===== config.mk =====
export PLATFORM = sky130hd
export DESIGN_NAME = serial_cmp_ctrl
export DESIGN_NICKNAME = d
export VERILOG_FILES = /design/src/rtl/sercmp_pkg.sv /design/src/rtl/cmp_nibble_cascade.sv /design/src/rtl/serial_cmp_ctrl.sv
export SDC_FILE = /design/constraint.sdc
export NUM_CORES = 1
export LEC_CHECK = 0
export CORE_MARGIN = 2
export CORE_UTILIZATION = 35
export CTS_BUF_LIST = sky130_fd_sc_hd__clkbuf_4 sky130_fd_sc_hd__clkbuf_8
export DETAILED_ROUTE_END_ITERATION = 10
export SYNTH_ARGS = -nofsm -noshare
export SYNTH_HDL_FRONTEND = slang
export SYNTH_SLANG_ARGS = --single-unit

===== constraint.sdc =====
create_clock -name i_clk -period 2.9 [get_ports i_clk]
set_input_delay 0.435 -clock i_clk [delete_from_list [all_inputs] [get_ports i_clk]]
set_output_delay 0.435 -clock i_clk [all_outputs]
set_load 0.005 [all_outputs]

===== src/rtl/sercmp_pkg.sv =====
// Shared definitions for the serial magnitude comparator:
// FSM state type, cascade reset value and operand-width legality helper.
package sercmp_pkg;

  // Controller states: waiting for a request, or stepping through nibbles.
  typedef enum logic [0:0] {
    ST_IDLE = 1'b0,
    ST_RUN  = 1'b1
  } state_t;

  // Cascade seed {g, l, e}: "equal so far" before any nibble is seen.
  localparam logic [2:0] CASCADE_RST = 3'b001;

  // Operand width must be a whole, non-zero number of nibbles.
  function automatic bit width_ok(input int w);
    return (w >= 32'sd4) && ((w % 32'sd4) == 32'sd0);
  endfunction

endpackage


===== src/rtl/cmp_nibble_cascade.sv =====
// One cascadable 4-bit magnitude comparator slice (purely combinational).
// A lower-significance verdict arrives on the cascade inputs and is
// overridden whenever this nibble differs.
module cmp_nibble_cascade (
  input  logic [3:0] i_a,
  input  logic [3:0] i_b,
  input  logic       i_g_in,
  input  logic       i_l_in,
  input  logic       i_e_in,
  output logic       o_g,
  output logic       o_l,
  output logic       o_e
);

  logic w_gt;
  logic w_lt;
  logic w_eq;

  assign w_gt = (i_a > i_b);
  assign w_lt = (i_a < i_b);
  assign w_eq = (i_a == i_b);

  assign o_g = w_gt | (w_eq & i_g_in);
  assign o_l = w_lt | (w_eq & i_l_in);
  assign o_e = w_eq & i_e_in;

endmodule


===== src/rtl/serial_cmp_ctrl.sv =====
// Serial N-bit magnitude comparator: steps one 4-bit cascade slice over the
// latched operands LSB-nibble first, one nibble per clock, and presents a
// registered G/L/E result with a one-cycle done pulse.
// Optional build macro: SERCMP_SIGNED_EN (two's-complement operands; the
// sign bit of the top nibble pair is inverted before comparison).
module serial_cmp_ctrl
  import sercmp_pkg::*;
#(
  parameter int WIDTH = 16
) (
  input  logic             i_clk,
  input  logic             i_rst,
  input  logic             i_start,
  input  logic [WIDTH-1:0] i_a,
  input  logic [WIDTH-1:0] i_b,
  output logic             o_busy,
  output logic             o_done,
  output logic             o_g,
  output logic             o_l,
  output logic             o_e
);

  localparam int N  = WIDTH / 4;
  localparam int IW = (N > 1) ? $clog2(N) : 1;
  localparam logic [IW-1:0] IDX_LAST = IW'(N - 1);
  localparam logic [IW-1:0] IDX_ONE  = IW'(32'd1);

  if (!width_ok(WIDTH)) begin : g_width_bad
    $error("serial_cmp_ctrl: WIDTH must be a positive multiple of 4");
  end

  state_t          r_state;
  state_t          w_state_nxt;
  logic            w_accept;
  logic            w_finish;
  logic            w_last;
  logic [IW-1:0]   r_idx;
  logic [WIDTH-1:0] r_a;
  logic [WIDTH-1:0] r_b;
  logic            r_cg;
  logic            r_cl;
  logic            r_ce;
  logic [3:0]      w_a_nib;
  logic [3:0]      w_b_nib;
  logic [3:0]      w_a_cmp;
  logic [3:0]      w_b_cmp;
  logic            w_g;
  logic            w_l;
  logic            w_e;
  logic            r_busy;
  logic            r_done;
  logic            r_g_out;
  logic            r_l_out;
  logic            r_e_out;

  assign w_last = (r_idx == IDX_LAST);

  // Select nibble idx of each latched operand.
  always_comb begin
    w_a_nib = 4'h0;
    w_b_nib = 4'h0;
    for (int k = 0; k < N; k++) begin
      w_a_nib = (r_idx == IW'(k)) ? r_a[4*k +: 4] : w_a_nib;
      w_b_nib = (r_idx == IW'(k)) ? r_b[4*k +: 4] : w_b_nib;
    end
  end

`ifdef SERCMP_SIGNED_EN
  // Flip the sign bits on the top nibble so signed order maps to unsigned order.
  always_comb begin
    w_a_cmp = {w_a_nib[3] ^ w_last, w_a_nib[2:0]};
    w_b_cmp = {w_b_nib[3] ^ w_last, w_b_nib[2:0]};
  end
`else
  assign w_a_cmp = w_a_nib;
  assign w_b_cmp = w_b_nib;
`endif

  cmp_nibble_cascade u_slice (
    .i_a    (w_a_cmp),
    .i_b    (w_b_cmp),
    .i_g_in (r_cg),
    .i_l_in (r_cl),
    .i_e_in (r_ce),
    .o_g    (w_g),
    .o_l    (w_l),
    .o_e    (w_e)
  );

  // FSM state register.
  always_ff @(posedge i_clk or posedge i_rst) begin
    if (i_rst) begin
      r_state <= ST_IDLE;
    end else begin
      r_state <= w_state_nxt;
    end
  end

  // Next-state logic: accept a request in IDLE, finish on the last nibble.
  always_comb begin
    w_state_nxt = r_state;
    w_accept    = 1'b0;
    w_finish    = 1'b0;
    case (r_state)
      ST_IDLE: begin
        if (i_start) begin
          w_state_nxt = ST_RUN;
          w_accept    = 1'b1;
        end else begin
          w_state_nxt = ST_IDLE;
        end
      end
      ST_RUN: begin
        if (w_last) begin
          w_state_nxt = ST_IDLE;
          w_finish    = 1'b1;
        end else begin
          w_state_nxt = ST_RUN;
        end
      end
      default: begin
        w_state_nxt = ST_IDLE;
      end
    endcase
  end

  // Operand latches: captured only on the accepting edge.
  always_ff @(posedge i_clk or posedge i_rst) begin
    if (i_rst) begin
      r_a <= '0;
      r_b <= '0;
    end else if (w_accept) begin
      r_a <= i_a;
      r_b <= i_b;
    end else begin
      r_a <= r_a;
      r_b <= r_b;
    end
  end

  // Nibble index and cascade registers: seeded on accept, advanced in RUN.
  always_ff @(posedge i_clk or posedge i_rst) begin
    if (i_rst) begin
      r_idx                <= '0;
      {r_cg, r_cl, r_ce}   <= CASCADE_RST;
    end else if (w_accept) begin
      r_idx                <= '0;
      {r_cg, r_cl, r_ce}   <= CASCADE_RST;
    end else if (r_state == ST_RUN) begin
      r_idx                <= w_last ? '0 : (r_idx + IDX_ONE);
      {r_cg, r_cl, r_ce}   <= {w_g, w_l, w_e};
    end else begin
      r_idx                <= r_idx;
      {r_cg, r_cl, r_ce}   <= {r_cg, r_cl, r_ce};
    end
  end

  // Status outputs: busy rises on the first RUN edge and drops on the
  // result edge; done pulses for the cycle after the result edge.
  always_ff @(posedge i_clk or posedge i_rst) begin
    if (i_rst) begin
      r_busy <= 1'b0;
      r_done <= 1'b0;
    end else begin
      r_busy <= (r_state == ST_RUN) && !w_last;
      r_done <= w_finish;
    end
  end

  // Result registers: hold the previous verdict until the next result edge.
  always_ff @(posedge i_clk or posedge i_rst) begin
    if (i_rst) begin
      r_g_out <= 1'b0;
      r_l_out <= 1'b0;
      r_e_out <= 1'b0;
    end else if (w_finish) begin
      r_g_out <= w_g;
      r_l_out <= w_l;
      r_e_out <= w_e;
    end else begin
      r_g_out <= r_g_out;
      r_l_out <= r_l_out;
      r_e_out <= r_e_out;
    end
  end

  assign o_busy = r_busy;
  assign o_done = r_done;
  assign o_g    = r_g_out;
  assign o_l    = r_l_out;
  assign o_e    = r_e_out;

endmodule


==> results of run 1 <==
[cells in the mapped netlist]
cell type,instances,area (um^2)
o21ai_0,19,95.1
nor2_1,4,15.0
buf_2,3,15.0
o211a_1,1,10.0
clkbuf_1,1,3.75
mux2i_1,1,10.0
buf_12,2,40.0
nor2b_1,3,18.8
o21ai_1,1,5.00
a221oi_1,1,8.76
nor2b_2,2,17.5
o31ai_1,1,7.51
mux2_4,23,345
dfrtp_1,42,1050
nand4_1,1,6.26
mux2_2,7,78.8
o22a_1,1,8.76
dfstp_2,1,26.3
nor3_1,1,5.00
a21oi_1,9,45.0
a22o_1,1,8.76
a21o_1,1,7.51
a221o_1,3,30.0
nand2_1,19,71.3
buf_6,3,33.8
ha_1,8,100
a22oi_1,3,22.5
inv_1,9,33.8
[cell type report]
type	count	share of cell area, %
clock buffer	5	2.60
inverter	9	1.28
multi-input combinational	110	34.8
sequential	43	40.7
tap	75	3.55
timing repair buffer	42	15.6
clock inverter	2	1.42
[registers in the layout (all words and copies together), names as in the netlist]
name	cells
o_l	1
r_cl	1
r_state	1
o_g	1
r_b	16
o_busy	1
o_done	1
r_a	16
r_cg	1
r_ce	1
o_e	1
r_idx	2
[kinds of logic after synthesis]
logic type               count (synthesis)  share of synthesized area, %
AO/OA/AOI/OAI                           41                          11.7
adder cells (fa/ha/maj)                  8                          4.72
AND/OR/NAND/NOR                         30                          6.31
multiplexers                            31                          20.5
buffers and inverters                   18                          5.96
flip-flops                              43                          50.8
[power breakdown]
part           total, mW  internal, mW  switching (mW)
registers           1.10         0.906           0.191
logic               1.40         0.774           0.626
clock network      0.453         0.252           0.201
total               2.95          1.93            1.02
[through the flow]
step / cells / hold slack, ns / util (%) / setup WS, ns
final: 286 / 0.485 / 45.0 / 0.309
after global routing: 286 / 0.520 / 45.0 / 0.0435
after CTS: 286 / 0.494 / 45.0 / 0.296
after detailed placement: 279 / 0.478 / 43.2 / 0.311
after global placement: 279 / 0.482 / 43.2 / 0.382
after floorplan: 171 / 0.445 / - / 0.644
[worst min-delay path, stage by stage, from the launching register on]
cell and delay [ns]:
dfrtp_1 0.35, nand2_1 0.05, o21ai_0 0.06
[worst max-delay path by stage]
stage	startpoint	end	slack, ns	cells past startpoint
floorplan	r_idx[0]	r_cg	0.64	11
global placement	r_idx[1]	r_cg	0.38	11
detailed placement	r_idx[1]	r_cg	0.31	11
CTS	r_idx[1]	r_cg	0.30	11
global route	r_idx[1]	r_cg	0.04	11
finish	r_idx[1]	r_cg	0.31	11
[per-layer routing]
metal / vias up / routed length [um] / GRT usage, %
met4: 0 / 79 / 6.50
met2: 26 / 1770 / 20.2
met1: 671 / 1910 / 17.2
met5: - / 0 / 0
met3: 7 / 177 / 3.30
li1: 673 / - / -
==> impl_summary.log, run 1 <==
INFO  metric syn-instance-count = 171
INFO  metric detailedRoute.firstIterationViolations = 45
INFO  metric cts_resized = 0
INFO  metric detailedPlacementHpwl = roughly 2800 um
INFO  metric worstPathRequired = slightly above 3 ns
INFO  metric drt_pre_antenna_iters = 4
INFO  metric post-route-cell-area = 2650 um^2
INFO  metric power.total = about 3 mW
INFO  metric first_global_vias = 1,422
INFO  metric finalWeightedCongestion = between 0.7 and 0.8
INFO  metric fp.dieArea = 6700 um^2
INFO  metric endpoint_kind = flip-flop
INFO  metric worst_ep_arrival_time = 2.76 ns
INFO  metric syn_area = 2120 um^2
INFO  metric final_layout_size_suffix_gt1_share = 20.4%
INFO  metric cp_top_family = compound AO/OA/AOI/OAI gates
INFO  metric crit_path_start_kind = flip-flop
INFO  metric worst_pin_slew = 0.573 ns
INFO  metric critical_path_peak_fanout = 13
INFO  metric worstPathCellList = inv_1, ha_1, nor2b_2, a221o_1, o21ai_0, o21ai_0, ha_1, nor2b_1, o211a_1, nor2b_1, o21ai_0
INFO  metric multi_input_area = 922 um^2
INFO  metric postSynthNetCount = approximately 210
INFO  metric crit_buf_inv = 1
INFO  metric placeableCoreArea = 5890 um^2
INFO  metric timing.critical_path.mode_cell = o21ai_0
INFO  metric initial_utilization = 36.0%
INFO  metric fp-row-count = 28
INFO  metric tritoncts_num_sinks = 43
INFO  metric detail_route.wirelength = just under 4000 um
INFO  metric clock_latency = around 0.30 ns
INFO  metric timing.setup.tns = 0 ns
INFO  metric drt_drc_violations_left = 0
INFO  metric die_height = roughly 82 um
INFO  metric hold_buffers = 0
INFO  metric ys_ff_latch = 43
INFO  metric ys.warnings.count = 0
INFO  metric postCtsSetupRepairBufs = 0
INFO  metric register_area = 1080 um^2
INFO  metric setup_viol_count_final = 0
INFO  metric all_layer_global_routing_usage = between 10% and 20%
INFO  metric postPlaceCellArea = 2540 um^2
INFO  metric grt_first_pass_wirelength = approximately 6500 um
INFO  metric globalRouteOverflowTotal = 0
INFO  metric max_cap_viol_count = 0
INFO  metric worst_r2r_path_depth = 11
INFO  metric clk_pin_slew_worst_paths = 0.08 ns
INFO  metric buffers_added_on_ports = 39
INFO  metric final.fill_count = 554
INFO  metric timing.setup.critical_path_class = reg -> reg
INFO  metric final_cell_mix = 42 x dfrtp_1, 39 x clkdlybuf4s50_1, 23 x mux2_4
INFO  metric cpMaxStageDelayCell = ha_1
INFO  metric worstReg2RegEnd = r_cg
INFO  metric vdd.ir_drop.worst = roughly 0.00042 V
INFO  metric max_freq = slightly below 400 MHz
INFO  metric cts_tree = built
INFO  metric chipWidth = a little over 80 um
INFO  metric insertedDiodeCount = 0
INFO  metric routed_via_density = 4.81
INFO  metric slowest_delay = 0.41 ns
INFO  metric final-max-slew-violation-count = 0
INFO  metric power_density = 1110 nW/um^2
INFO  metric syn_area_per_cell = around 12 um^2
INFO  metric num_io_pins = 40
INFO  metric rsz_0062_raised_after_global_routing = no
INFO  metric whs_endpoint = o_g
INFO  metric leakage = 1.17 nW
INFO  metric clock_tree.buffer_depth = 2
INFO  metric outcome = finished, final reports clean
INFO  metric grt_antenna_before_repair = 0
INFO  metric launch_point_of_the_worst_reg_to_reg_path = r_idx[1]
INFO  metric distinct_cell_type_count_after_synthesis = 28
INFO  metric layout.nets = 254
INFO  metric hold_path.class = reg -> reg
INFO  metric period_minus_slack = 2.59 ns
INFO  metric clock_tree.root_cell = clkbuf_8
INFO  metric pin_count_of_the_biggest_net_entering_global_routing = between 40 and 50
INFO  metric finalHoldViolations = 0
INFO  metric clock-skew-final = approximately 0.0083 ns
INFO  metric ff2ff_setup_slack = 0.31 ns
INFO  metric hold_crit_depth = 2
INFO  metric portion_of_the_post_synthesis_area_used_by_sequential_elements = 50.8%
INFO  metric ant_nets = 0
INFO  metric cts_inserted_buffers = 5
INFO  metric mostFrequentLayoutCell = dfrtp_1
INFO  metric avgRoutedWirePerCell = 13.7 um
INFO  metric finalCritPeriodShare = ~89%
INFO  metric h_tree_depth = 2
INFO  metric holdCritStartpoint = o_g
INFO  metric via_count = between 1,000 and 1,500
INFO  metric layout-area-overhead-vs-synth = 24.8%
INFO  metric maxSlewHeadroom = 61.8%
Note: power is estimated with default switching activity, not from simulation.
==> inputs of run 2 (changes only) <==
SLEW_MARGIN = 20   (was not set)
==> results of run 2 <==
No change in the layout: final DEF, timing and power equal those of run 1.
==> inputs of run 3 (changes only) <==
CORE_ASPECT_RATIO = 0.75   (was not set)
RECOVER_POWER = 25   (was not set)
==> impl_summary.log, run 3 (synthesis results as in run 1) <==
INFO  metric die_height = 71.4 um (-13%)
INFO  metric clk_pin_slew_worst_paths = 0.08 ns (about the same)
INFO  metric drt_drc_violations_left = 0 (unchanged)
INFO  metric layout-area-overhead-vs-synth = 25.6%
INFO  metric postPlaceCellArea = 2550 um^2 (+0.34%)
INFO  metric mostFrequentLayoutCell = dfrtp_1
INFO  metric grt_first_pass_wirelength = 6830 um (+4.3%)
INFO  metric via_count = 1,359 (-1.3%)
INFO  metric routed_via_density = 4.70 (-2.3%)
INFO  metric ant_nets = 0 (unchanged)
INFO  metric first_global_vias = 1,388 (-2.4%)
INFO  metric finalCritPeriodShare = 90.3% (+0.93 points)
INFO  metric worst_ep_arrival_time = 2.80 ns (+0.04 ns)
INFO  metric final_util = 45.7% (+0.76 points)
INFO  metric leakage = 1.18 nW (+0.71%)
INFO  metric hold_buffers = 0 (unchanged)
INFO  metric detailedRoute.firstIterationViolations = 75 (+67%)
INFO  metric chipWidth = 93.9 um (+15%)
INFO  metric finalWeightedCongestion = 0.700 (-6.7%)
INFO  metric timing.setup.critical_path_class = reg -> reg
INFO  metric rsz_0062_raised_after_global_routing = no
INFO  metric finalHoldViolations = 0 (unchanged)
INFO  metric worstPathCellList = inv_1, ha_1, nor2b_2, a221o_1, o21ai_0, o21ai_0, ha_1, nor2b_1, o211a_1, nor2b_1, o21ai_0
INFO  metric cts_tree = built
INFO  metric reg_top3 = r_a (16), r_b (16), r_idx (2)
INFO  metric crit_buf_inv = 1 (unchanged)
INFO  metric hold_path.class = reg -> reg
INFO  metric clock-skew-final = 0.00637 ns (-0.00196 ns)
INFO  metric final_cell_mix = 42 x dfrtp_1, 38 x clkdlybuf4s50_1, 23 x mux2_4
INFO  metric endpoint_kind = flip-flop
INFO  metric cts_inserted_buffers = 5 (unchanged)
INFO  metric all_layer_global_routing_usage = 13.5% (+0.34 points)
INFO  metric timing.setup.tns = 0 ns (unchanged)
INFO  metric layout.nets = 253 (-0.39%)
INFO  metric post-route-cell-area = 2660 um^2 (+0.66%)
INFO  metric setup_viol_count_final = 0 (unchanged)
INFO  metric final.fill_count = 560 (+1.1%)
INFO  metric pin_count_of_the_biggest_net_entering_global_routing = 44 (unchanged)
INFO  metric fp-row-count = 24 (-14%)
INFO  metric maxSlewHeadroom = 30.8% (-31 points)
INFO  metric placeableCoreArea = 5830 um^2 (-1.0%)
INFO  metric cpMaxStageDelayCell = ha_1
INFO  metric worstPathRequired = 3.08 ns (about the same)
INFO  metric h_tree_depth = 2 (unchanged)
INFO  metric globalRouteOverflowTotal = 0 (unchanged)
INFO  metric max_freq = 382 MHz (-1.0%)
INFO  metric crit_path_start_kind = flip-flop
INFO  metric final-max-slew-violation-count = 0 (unchanged)
INFO  metric insertedDiodeCount = 0 (unchanged)
INFO  metric final_layout_size_suffix_gt1_share = 20.4% (unchanged)
INFO  metric worst_pin_slew = 1.04 ns (+0.465 ns)
INFO  metric power_density = 1120 nW/um^2 (+0.82%)
INFO  metric slowest_delay = 0.42 ns (about the same)
INFO  metric clock_tree.root_cell = clkbuf_8
INFO  metric cts_resized = 0 (unchanged)
INFO  metric vdd.ir_drop.worst = 0.000404 V (-3.7%)
INFO  metric max_cap_viol_count = 0 (unchanged)
INFO  metric clock_latency = 0.30 ns (about the same)
INFO  metric clock_tree.buffer_depth = 2 (unchanged)
INFO  metric outcome = finished, final reports clean
INFO  metric buffers_added_on_ports = 39 (unchanged)
INFO  metric power.total = 2.99 mW (+1.5%)
INFO  metric grt_antenna_before_repair = 0 (unchanged)
INFO  metric period_minus_slack = 2.62 ns (+0.0270 ns)
INFO  metric register_area = 1080 um^2 (unchanged)
INFO  metric initial_utilization = 36.4% (+0.37 points)
INFO  metric avgRoutedWirePerCell = 13.8 um (+0.35%)
INFO  metric postCtsSetupRepairBufs = 0 (unchanged)
INFO  metric drt_pre_antenna_iters = 4 (unchanged)
INFO  metric num_io_pins = 40 (unchanged)
INFO  metric cp_top_family = compound AO/OA/AOI/OAI gates
INFO  metric timing.critical_path.mode_cell = o21ai_0
INFO  metric tritoncts_num_sinks = 43 (unchanged)
INFO  metric detail_route.wirelength = 3990 um (+1.4%)
INFO  metric fp.dieArea = 6700 um^2 (+0.10%)
INFO  metric critical_path_peak_fanout = 13 (unchanged)
INFO  metric multi_input_area = 922 um^2 (unchanged)
INFO  metric detailedPlacementHpwl = 2910 um (+2.6%)
-- run 3: cell count changes in the layout (fill, tap and decap cells not counted) --
cell	delta
clkbuf_8	+1
dlygate4sd3_1	+1
clkdlybuf4s50_1	-1
buf_12	+1
clkbuf_2	+1
clkinv_2	+1
clkinvlp_4	-1
buf_4	-3
-- run 3: worst min-delay path, stage by stage, from the launching register on --
cell	delay [ns]
dfrtp_1	0.35
nand2_1	0.05
o21ai_0	0.06
-- run 3: final timing paths --
path,start,to,slack [ns],depth (start not counted)
worst max-delay path,r_idx[1],r_cg,0.28,11
worst min-delay path,o_e,o_e,0.49,2
worst max register to register,r_idx[1],r_cg,0.28,11
worst min register to register,o_e,o_e,0.49,2
max in group asynchronous,i_rst,r_a[8],1.36,3
min in group asynchronous,i_rst,o_done,0.91,3
-- run 3: layer usage --
metal	global-route usage, %	wire length, um
met1	20.0	2080
met2	18.3	1600
met3	4.10	241
met4	5.31	65
met5	0	0
-- run 3: area by class of cell --
class | instances | share of cell area, %
Clock buffer | 6 | 3.10
Clock inverter | 2 | 1.32
Inverter | 9 | 1.27
Multi-Input combinational cell | 110 | 34.6
Sequential cell | 43 | 40.4
Tap cell | 78 | 3.66
Timing Repair Buffer | 41 | 15.6
-- run 3: metrics by stage --
step | std cells | setup WS [ns] | hold WS [ns]
after floorplan | 171 | 0.644 | 0.445
after global routing | 289 | 0.0597 | 0.535
after CTS | 289 | 0.285 | 0.500
after global placement | 281 | 0.394 | 0.475
final | 289 | 0.282 | 0.493
after detailed placement | 281 | 0.292 | 0.482
-- run 3: report_power, final --
part / leakage (nW) / internal [mW] / switching [mW]
registers: 0.510 / 0.906 / 0.188
logic: 0.608 / 0.781 / 0.640
clock network: 0.0612 / 0.279 / 0.200
total: 1.18 / 1.97 / 1.03
